**config.mk**
```make
export PLATFORM = sky130hd
export DESIGN_NAME = mc_sequencer
export DESIGN_NICKNAME = d
export VERILOG_FILES = /design/src/rtl/mc_sequencer.sv
export SDC_FILE = /design/constraint.sdc
export NUM_CORES = 1
export LEC_CHECK = 0
export CAP_MARGIN = 40
export CORE_UTILIZATION = 41
export DETAILED_ROUTE_END_ITERATION = 16
export GPL_TIMING_DRIVEN = 0
export PLACE_DENSITY_LB_ADDON = 0.05
export SETUP_SLACK_MARGIN = 0.3
export SYNTH_ARGS = -nofsm -noshare
export SYNTH_HDL_FRONTEND = slang
export SYNTH_SLANG_ARGS = --single-unit
```
**constraint.sdc**
```tcl
create_clock -name clk -period 1.6 [get_ports clk]
set_input_delay 0.32 -clock clk [delete_from_list [all_inputs] [get_ports clk]]
set_output_delay 0.32 -clock clk [all_outputs]
set_load 0.03 [all_outputs]
```
**src/rtl/mc_sequencer.sv**
```systemverilog
// mc_sequencer: multi-cycle RV32I control FSM walking each instruction through fetch/decode/execute/memory/writeback.
// Define MC_SEQ_TRAP_EN to park illegal opcodes in a TRAP state with a sticky illegal flag; otherwise they retire as NOPs.
module mc_sequencer (
    input  logic       clk,
    input  logic       rst_n,
    input  logic [6:0] op,
    input  logic [2:0] funct3,
    input  logic       zero,
    input  logic       lt,
    input  logic       ltu,
    input  logic       mem_ready,
    output logic       mem_req,
    output logic       mem_we,
    output logic       adr_src,
    output logic       ir_we,
    output logic       pc_we,
    output logic       reg_we,
    output logic [1:0] alu_src_a,
    output logic [1:0] alu_src_b,
    output logic [1:0] alu_op,
    output logic [1:0] result_src,
    output logic [3:0] state,
    output logic       illegal
);
    typedef enum logic [3:0] {
        S_FETCH    = 4'd0,
        S_DECODE   = 4'd1,
        S_MEMADR   = 4'd2,
        S_MEMREAD  = 4'd3,
        S_MEMWB    = 4'd4,
        S_MEMWRITE = 4'd5,
        S_EXECR    = 4'd6,
        S_EXECI    = 4'd7,
        S_ALUWB    = 4'd8,
        S_BRANCH   = 4'd9,
        S_JAL      = 4'd10,
        S_JALR     = 4'd11,
        S_JALRWB   = 4'd12,
        S_LUI      = 4'd13
`ifdef MC_SEQ_TRAP_EN
        , S_TRAP   = 4'd14
`endif
    } state_t;

    typedef struct packed {
        logic       mem_req;
        logic       mem_we;
        logic       adr_src;
        logic       pc_we;
        logic       reg_we;
        logic [1:0] src_a;
        logic [1:0] src_b;
        logic [1:0] aop;
        logic [1:0] res;
    } ctrl_t;

    state_t state_q, state_d;
    ctrl_t  ctrl_q;
    logic   mem_done;
    logic   br_taken;

    // Moore outputs of a state; registered one cycle ahead so they are glitch-free.
    function automatic ctrl_t decode_ctrl(input state_t s);
        ctrl_t c;
        c = '0;
        case (s)
            S_FETCH:    begin c.mem_req = 1'b1; c.src_b = 2'b10; c.res = 2'b10; end
            S_DECODE:   begin c.src_a = 2'b01; c.src_b = 2'b01; end
            S_MEMADR:   begin c.src_a = 2'b10; c.src_b = 2'b01; end
            S_MEMREAD:  begin c.mem_req = 1'b1; c.adr_src = 1'b1; end
            S_MEMWB:    begin c.res = 2'b01; c.reg_we = 1'b1; end
            S_MEMWRITE: begin c.mem_req = 1'b1; c.mem_we = 1'b1; c.adr_src = 1'b1; end
            S_EXECR:    begin c.src_a = 2'b10; c.aop = 2'b10; end
            S_EXECI:    begin c.src_a = 2'b10; c.src_b = 2'b01; c.aop = 2'b10; end
            S_ALUWB:    begin c.reg_we = 1'b1; end
            S_BRANCH:   begin c.src_a = 2'b10; c.aop = 2'b01; end
            S_JAL:      begin c.pc_we = 1'b1; c.src_a = 2'b01; c.src_b = 2'b10; end
            S_JALR:     begin c.src_a = 2'b10; c.src_b = 2'b01; c.res = 2'b10; c.pc_we = 1'b1; end
            S_JALRWB:   begin c.src_a = 2'b01; c.src_b = 2'b10; c.res = 2'b10; c.reg_we = 1'b1; end
            S_LUI:      begin c.res = 2'b11; c.reg_we = 1'b1; end
            default:    c = '0;
        endcase
        return c;
    endfunction

    // mem_ready only counts while a request is actually being presented.
    assign mem_done = ctrl_q.mem_req & mem_ready;

    always_comb begin
        br_taken = 1'b0;
        case (funct3)
            3'b000:  br_taken = zero;
            3'b001:  br_taken = ~zero;
            3'b100:  br_taken = lt;
            3'b101:  br_taken = ~lt;
            3'b110:  br_taken = ltu;
            3'b111:  br_taken = ~ltu;
            default: br_taken = 1'b0;
        endcase
    end

    always_comb begin
        state_d = state_q;
        case (state_q)
            S_FETCH:    if (mem_done) state_d = S_DECODE;
            S_DECODE: begin
                case (op)
                    7'b0000011, 7'b0100011: state_d = S_MEMADR;
                    7'b0110011:             state_d = S_EXECR;
                    7'b0010011:             state_d = S_EXECI;
                    7'b1100011:             state_d = S_BRANCH;
                    7'b1101111:             state_d = S_JAL;
                    7'b1100111:             state_d = S_JALR;
                    7'b0110111:             state_d = S_LUI;
                    7'b0010111:             state_d = S_ALUWB;
`ifdef MC_SEQ_TRAP_EN
                    default:                state_d = S_TRAP;
`else
                    default:                state_d = S_FETCH;
`endif
                endcase
            end
            S_MEMADR:   state_d = op[5] ? S_MEMWRITE : S_MEMREAD;
            S_MEMREAD:  if (mem_done) state_d = S_MEMWB;
            S_MEMWRITE: if (mem_done) state_d = S_FETCH;
            S_EXECR,
            S_EXECI,
            S_JAL:      state_d = S_ALUWB;
            S_JALR:     state_d = S_JALRWB;
`ifdef MC_SEQ_TRAP_EN
            S_TRAP:     state_d = S_TRAP;
`endif
            default:    state_d = S_FETCH;
        endcase
    end

`ifdef MC_SEQ_TRAP_EN
    logic illegal_q;
`endif

    always_ff @(posedge clk or negedge rst_n) begin
        if (!rst_n) begin
            state_q   <= S_FETCH;
            ctrl_q    <= '0;
`ifdef MC_SEQ_TRAP_EN
            illegal_q <= 1'b0;
`endif
        end else begin
            state_q   <= state_d;
            ctrl_q    <= decode_ctrl(state_d);
`ifdef MC_SEQ_TRAP_EN
            illegal_q <= illegal_q | (state_d == S_TRAP);
`endif
        end
    end

`ifdef MC_SEQ_TRAP_EN
    assign illegal = illegal_q;
`else
    assign illegal = 1'b0;
`endif

    // Fetch accept and branch decision are Mealy terms on top of the registered controls.
    assign ir_we      = (state_q == S_FETCH) & mem_done;
    assign pc_we      = ctrl_q.pc_we | ir_we | ((state_q == S_BRANCH) & br_taken);
    assign mem_req    = ctrl_q.mem_req;
    assign mem_we     = ctrl_q.mem_we;
    assign adr_src    = ctrl_q.adr_src;
    assign reg_we     = ctrl_q.reg_we;
    assign alu_src_a  = ctrl_q.src_a;
    assign alu_src_b  = ctrl_q.src_b;
    assign alu_op     = ctrl_q.aop;
    assign result_src = ctrl_q.res;
    assign state      = state_q;

endmodule

```
# == After elaboration in Yosys (flattened, before gate mapping) ==
# Cells that the tools add are included.
# totals
output_inout_bits,19
input_bits,16
regBits,17
# op_classes
bitwise,8
n_reduce_logical,15
n_eq_ne,36
mux,16
# op_table
operator,count
"4-bit equality test, second input constant",9
4-bit case mux with 8 select lines,1
"4-bit by 3-bit equality test with 1-bit output, second input constant",7
4-bit case mux with 7 select lines,1
"7-bit by 6-bit equality test with 1-bit output, second input constant",3
"7-bit equality test, second input constant",3
"4-bit by 2-bit equality test with 1-bit output, second input constant",4
3-bit OR reduction,5
"7-bit by 5-bit equality test with 1-bit output, second input constant",2
"3-bit equality test, second input constant",4
4-bit two-way mux,3
2-bit case mux with 2 select lines,3
"4-bit by 1-bit equality test with 1-bit output, second input constant",2
4-bit zero test,2
2-bit OR reduction,4
4-bit OR reduction,2
"7-bit by 2-bit equality test with 1-bit output, second input constant",1
1-bit case mux with 6 select lines,1
2-bit case mux with 3 select lines,1
1-bit two-way mux,5
5-bit OR reduction,1
1-bit AND,3
"3-bit by 1-bit equality test with 1-bit output, second input constant",1
3-bit zero test,1
other kinds (3),6

# == Longest topological paths before layout ==
# Gate-level depths: netlist of the first run.
# depth
depth_word,7
depth_mapped,8

# == Worst setup path before layout of the first run ==
# Ideal clock, no wire load.
# synth_path
path_kind,register to output
startpoint,"register state_q[3], in the netlist state[3]"
endpoint,output port ir_we
arrival_ns,1.612
slack_ns,-0.332
stages_incl_launch_ff,5
cell_sequence,dfrtp_1 > buf_2 > nor2_4 > nand3_1 > nor3_1
# synth_between
elab_chain_cells,2
# synth_rtl
element,line,rtl
"start, declared",57,"state_t state_q, state_d;"
"start signal, assigned",149,state_q <= state_d;
4-bit zero test,164,assign ir_we = (state_q == S_FETCH) & mem_done;
1-bit AND,164,
"end, declared",15,"output logic ir_we,"
# Every way passes these cells.

# == Worst setup path in the final report of the first run ==
# layout_path
startpoint,"register state_q[2], in the netlist state[2]"
endpoint,"register ctrl_q, in the netlist result_src[1]"
# layout_between
elab_chain_cells,6
word_cells_on_any_way,21
cone_classes,eq/ne: 12; mux: 5; reduce/logical: 4
# layout_rtl
element,line,rtl
4-bit by 3-bit equality test with 1-bit output or 4-bit equality test (tied branches),104,case (state_q)
3-bit OR reduction,104,
4-bit case mux with 7 select lines (*),104,
net state_d[1],57,
4-bit equality test or 4-bit zero test (tied branches),66,case (s)
3-bit OR reduction (no source line),n/a,
2-bit case mux with 3 select lines (*),66,
"end signal, assigned",150,ctrl_q <= decode_ctrl(state_d);
"end, declared",58,ctrl_t ctrl_q;
# The timed path passes the listed nets; every way through them passes the cells marked *.

==> run_results.csv, run 1 <==
group,metric,value,unit
floorplanning,die_y,53.7,µm
setup_path,rr_worst_depth,7,
grt,grt_pass1_vias,981,
yosys,synth_seq_cells,17,
run,drv_cap,0,
floorplanning,num_rows,18,
yosys,syn_avg_cell_area,9.95,µm²
routing,first_iter_violations,13,
setup_path,path_buf_inv,2,
clocking,path_clk_slew,90,ps
timing,period_minus_slack,1800,ps
routing,route.detailed.wl_per_inst,15.5,µm
setup_path,critical_path_depth,7,
layout,drive_above_1_share,60.0,%
setup_path,crit_top_cell,"buf_6",
timing,worst_pin_slew,737,ps
setup_path,crit_family,"compound AO/OA/AOI/OAI gates",
place,place_hpwl,1720,µm
setup_path,worst_path_max_delay_cell,"dfrtp_2",
layout,nFillCells,170,
routing,dr_total_vias,1087,
routing,viasPerCell,5.30,
yosys,postSynthCellCount,110,
clocking,cts_made_buffers,3,
layout,ff_latch_area,432,µm²
yosys,synth.distinct_cells,47,
layout,antenna_cells,0,
pwr,ir_drop,0.00101,V
grt,grt_max_degree,18,
grt,grt_use_total,21.5,%
floorplanning,ios,35,
clocking,h-tree-depth,1,
setup_path,crit_path_max_incr_delay,420,ps
clocking,clock_sinks,17,
clocking,insertion_delay,280,ps
grt,grt.overflow.total,0,
layout,final_nets,192,
setup_path,start_kind,"flip-flop",
grt,antenna_found_initial,0,
yosys,ys_seq_area_share,38.9,%
timing,layout_setup_ws,-201,ps
routing,drc,0,
yosys,async_reset_ff_share,100,%
timing,hold_viol,0,
setup_path,worstPathMaxFanout,5,
floorplanning,die_w,53.7,µm
floorplanning,initial_core_util,43.8,%
timing,max_freq,0.555,GHz
clocking,cts-root-buf,"clkbuf_4",
timing,finalSetupViolations,14,
layout,layout_common_cells,"buf_4, buf_6, dfrtp_1",
place,io_buffers,33,
timing,hold_ws,465,ps
status,violations,"setup timing",
clocking,clockBufferDepth,2,
timing,slew_viol_final,0,
yosys,synth_nets,126,
timing,relSlewSlack,50.7,%
worst_hold_path,hold_path_class,"input pin to asynchronous set/reset pin",
grt,grt_pass1_wl,4460,µm
routing,wl,3170,µm
yosys,ys.flop_type,"dfrtp_1",
pwr,power.density,1080,nW/µm²
timing,clock_skew,1.26,ps
setup_path,critical_path_arrival,2000,ps
clocking,ctsHoldBuffers,0,
routing,antenna_left,0,
status,status,"finished, violations left",
yosys,synth-edff-count,0,
floorplanning,die-area,2880,µm²
floorplanning,core_area,2500,µm²
layout,mostFrequentLayoutCell,"buf_4",
yosys,synthesis.area,1090,µm²
layout,syn2layout_area_growth,70.3,%
pwr,p_leak,0.868,nW
timing,rsz0062_at_grt,"yes",
layout,final_util,74.6,%
setup_path,crit_chain,"buf_6 > nand2b_4 > a311o_1 > o22ai_4 > buf_6 > nand4_1 > o211ai_1",
setup_path,end_kind,"flip-flop",
layout,multi_input_area,689,µm²
routing,first_pass_iters,4,
timing,period_share,113,%
setup_path,critical_path_class,"flip-flop to flip-flop",
clocking,cts_tree,"yes",
place,gp_congestion,0.780,
yosys,yosysWarnings,0,
pwr,p_total,2.01,mW
place,preCtsSetupSlack,-1010,ps
setup_path,cp.required,1800,ps
timing,tns,-2060,ps
-- what timing repair did --
item | 4_1_cts | 5_1_grt
setup endpoints to repair | 35 | 24
gates cloned | 2 | 0
buffers inserted | 22 | 4
pin swaps | 17 | 11
hold endpoints to repair | 0 | 0
gates resized for setup | 137 | 30
-- synth_stat cells (2+ instances only) --
| cell type | instances | area share (%) |
|---|---|---|
| dfrtp_1 | 17 | 39 |
| buf_4 | 12 | 8.2 |
| nand2_1 | 6 | 2.1 |
| nand3_1 | 6 | 2.7 |
| nor2_1 | 6 | 2.1 |
| o21ai_0 | 4 | 1.8 |
| nand2b_1 | 3 | 1.7 |
| nand4b_1 | 3 | 2.4 |
| o31ai_1 | 3 | 2.1 |
| xnor2_1 | 3 | 2.4 |
| xor2_1 | 3 | 2.4 |
| a21o_1 | 2 | 1.4 |
| a21oi_1 | 2 | 0.91 |
| buf_2 | 2 | 0.91 |
| inv_1 | 2 | 0.69 |
| nand3b_1 | 2 | 1.4 |
| nor2b_1 | 2 | 1.1 |
| nor3_1 | 2 | 0.91 |
| o21a_1 | 2 | 1.4 |
-- power breakdown --
group / switching, mW / internal, mW
clock: 0.125 / 0.0969
combinational: 0.638 / 0.589
sequential: 0.0439 / 0.513
-- per-stage QoR --
| step | cells | area, µm² |
|---|---|---|
| 5_1_grt | 205 | 1860 |
| 4_1_cts | 201 | 1770 |
| 2_1_floorplan | 110 | 1140 |
| 3_3_place_gp | 173 | 1510 |
| 3_5_place_dp | 173 | 1510 |
| 6_report | 205 | 1860 |
-- worst reg2reg max path: stages (launching register included) --
cell and delay (ps):
dfrtp_2 420, buf_6 130, nand2b_4 140, a311o_1 310, o22ai_4 270, buf_6 160
nand4_1 150, o211ai_1 140
-- routing by layer --
layer | GRT usage [%] | wire length (µm) | vias to the layer above
met5 | 0 | 0 | -
met3 | 4.52 | 177 | 2
met1 | 26.8 | 1320 | 524
met2 | 39.1 | 1650 | 42
li1 | - | - | 519
met4 | 1.32 | 18 | 0
-- final timing paths --
check                              startpoint                       to  slack, ps
setup / recovery           state[2]$_DFF_PN0_  result_src[1]$_DFF_PN0_       -200
hold / removal                          rst_n       state[1]$_DFF_PN0_        470
setup reg to reg           state[2]$_DFF_PN0_  result_src[1]$_DFF_PN0_       -200
hold reg to reg            state[2]$_DFF_PN0_   alu_src_a[0]$_DFF_PN0_        680
max in group asynchronous               rst_n       state[0]$_DFF_PN0_        630
min in group clk                        op[2]      alu_op[1]$_DFF_PN0_        510
-- sequential cells by signal, summed over array words and instances, names as in the netlist --
signal and flops:
state 4, alu_op 2, alu_src_a 2, alu_src_b 2, result_src 2, adr_src 1, ctrl_q 1, mem_req 1
mem_we 1, reg_we 1
-- cells by family (layout without fill, tap and decap cells) --
kind of cell,count (synthesis),after routing,synth area share [%]
multiplexers,1,1,0.914
flip-flops,17,17,38.9
other,1,1,0.343
AND/OR/NAND/NOR,38,38,22.5
XOR/XNOR,6,6,4.80
buffers and inverters,19,84,11.7
adder cells (fa/ha/maj),1,1,0.914
AO/OA/AOI/OAI,27,27,20.0
-- area by class of cell --
type	count	area share, %
Clock buffer	4	1.41
Tap cell	30	2.01
Buffer	15	7.65
Sequential cell	17	23.2
Multi-Input combinational cell	74	37.0
Inverter	4	1.34
Timing Repair Buffer	61	27.4
(Power assumes the default switching activity.)
==> run 2, diff against run 1 <==
GPL_ROUTABILITY_DRIVEN = 0   (was unset)
clock period = 1.5 ns   (was 1.6 ns; I/O delays follow)
==> run 2 against run 1 <==
  * The run still ends with setup timing left
  * Routed wire length is 10% higher
  * Count of clock-buffer cells in the layout stayed put
  * Flip-flop and latch count stayed put
  * Cell area is 7.6% higher
  * Largest cell class is now non-clock buffers
  * Worst setup slack worse by 170 ps
  * Worst hold slack worse by 29 ps
  * Register-to-register slack worse by 170 ps
  * Maximum frequency is 3.6% lower
  * First-iteration DRC count is 150% higher
  * Sequential power is 11% higher
  * Largest power group unchanged
  * Critical path depth is 2 higher
  * Total power is 15% higher
==> run_results.csv, run 2 (synthesized netlist as in run 1, its figures left out) <==
group,metric,value,unit
status,status,"finished, violations left",
status,violations,"setup timing",
setup_path,critical_path_class,"flip-flop to flip-flop",
setup_path,end_kind,"flip-flop",
grt,grt_use_total,24.8,%
routing,antenna_left,0,
setup_path,crit_family,"buffers and inverters",
setup_path,crit_path_max_incr_delay,420,ps
place,place_area,1510,µm²
timing,finalSetupViolations,18,
layout,syn2layout_area_growth,83.2,%
routing,first_pass_iters,4,
layout,final_nets,200,
layout,final_cell_area,2010,µm²
layout,layout_common_cells,"buf_6, buf_4, dfrtp_1",
setup_path,critical_path_arrival,2030,ps
setup_path,start_kind,"flip-flop",
layout,layout.cells.non_filler,213,
timing,clock_skew,8.55,ps
pwr,p_total,2.30,mW
clocking,clockBufferDepth,2,
floorplanning,die_w,53.7,µm
clocking,cts_made_buffers,3,
place,io_buffers,33,
timing,period_minus_slack,1870,ps
routing,drc,0,
run,drv_cap,0,
clocking,path_clk_slew,100,ps
floorplanning,ios,35,
setup_path,worstPathMaxFanout,6,
layout,mostFrequentLayoutCell,"buf_6",
timing,hold_ws,436,ps
pwr,p_leak,0.948,nW
timing,max_freq,0.535,GHz
floorplanning,die_y,53.7,µm
setup_path,crit_top_cell,"buf_6",
floorplanning,num_rows,18,
routing,first_iter_violations,32,
clocking,clock_sinks,17,
clocking,cts_tree,"yes",
timing,relSlewSlack,50.1,%
place,dp.cells,173,
worst_hold_path,hold_path_class,"input pin to asynchronous set/reset pin",
timing,rsz0062_at_grt,"yes",
timing,hold_viol,0,
routing,route.detailed.wl_per_inst,16.4,µm
layout,antenna_cells,0,
floorplanning,core_area,2500,µm²
floorplanning,die-area,2880,µm²
grt,grt.overflow.total,0,
layout,largest_reg_flops,4,
clocking,cts-root-buf,"clkbuf_4",
grt,grt_pass1_wl,5060,µm
setup_path,path_buf_inv,3,
timing,period_share,125,%
grt,grt_max_degree,18,
routing,wl,3500,µm
setup_path,cp.required,1660,ps
routing,dr_total_vias,1104,
timing,layout_setup_ws,-368,ps
place,place_hpwl,1730,µm
setup_path,crit_chain,"buf_6 > nor2_4 > nand4_4 > buf_12 > a211oi_2 > o21bai_4 > buf_6 > nand4b_1 > o211ai_1",
routing,viasPerCell,5.18,
pwr,power.density,1150,nW/µm²
timing,worst_pin_slew,746,ps
pwr,ir_drop,0.00111,V
grt,grt_pass1_vias,1052,
timing,slew_viol_final,0,
layout,drive_above_1_share,63.4,%
place,preCtsSetupSlack,-1130,ps
grt,antenna_found_initial,0,
clocking,insertion_delay,290,ps
clocking,h-tree-depth,1,
setup_path,worst_path_max_delay_cell,"dfrtp_2",
floorplanning,initial_core_util,43.8,%
==> run 2: cell type report <==
type | count | area (µm²)
buffer | 15 | 173
clock buffer | 4 | 26.3
fill | 155 | 494
inverter | 4 | 27.5
multi-input combinational | 74 | 692
sequential | 17 | 432
tap | 30 | 37.5
timing repair buffer | 69 | 618
==> run 2: path summary, 6_finish.rpt <==
check | cells past startpoint | start | slack, ps | end
min in group clk | 2 | op[2] | 510 | alu_op[1]$_DFF_PN0_
setup / recovery | 9 | state[2]$_DFF_PN0_ | -370 | result_src[1]$_DFF_PN0_
setup reg to reg | 9 | state[2]$_DFF_PN0_ | -370 | result_src[1]$_DFF_PN0_
hold reg to reg | 3 | mem_req$_DFF_PN0_ | 770 | result_src[0]$_DFF_PN0_
max in group asynchronous | 1 | rst_n | 540 | state[0]$_DFF_PN0_
hold / removal | 1 | rst_n | 440 | alu_src_b[1]$_DFF_PN0_
==> run 2: power breakdown <==
group,internal [mW],switching [mW],total (mW)
sequential,0.548,0.0716,0.620
clock,0.104,0.140,0.243
combinational,0.740,0.701,1.44
total,1.39,0.912,2.30
==> run 2: timing repair <==
| action | in CTS | in global routing |
|---|---|---|
| hold buffers | 0 | 0 |
| cloned | 2 | 0 |
| pin swaps | 15 | 10 |
| setup endpoints to repair | 35 | 32 |
| setup buffers | 28 | 6 |
| resized for setup | 173 | 18 |
==> run 2: routing by layer <==
metal  global-route usage (%)  routed length (µm)  share of wire (%)  up-vias
met4                     3.07                  48                1.4        0
met5                        0                   0                  0        -
met1                     29.5                1410                 40      531
li1                         -                   -                  -      532
met3                     5.93                 165                4.7        4
met2                     45.5                1880                 54       37
==> run 2: through the flow <==
stage / util (%) / setup TNS [ps]
final: 80.2 / -4450
after global routing: 80.2 / -6060
after CTS: 76.2 / -3120
after detailed placement: 60.4 / -10220
after global placement: 60.4 / -9620
after floorplan: - / -2660
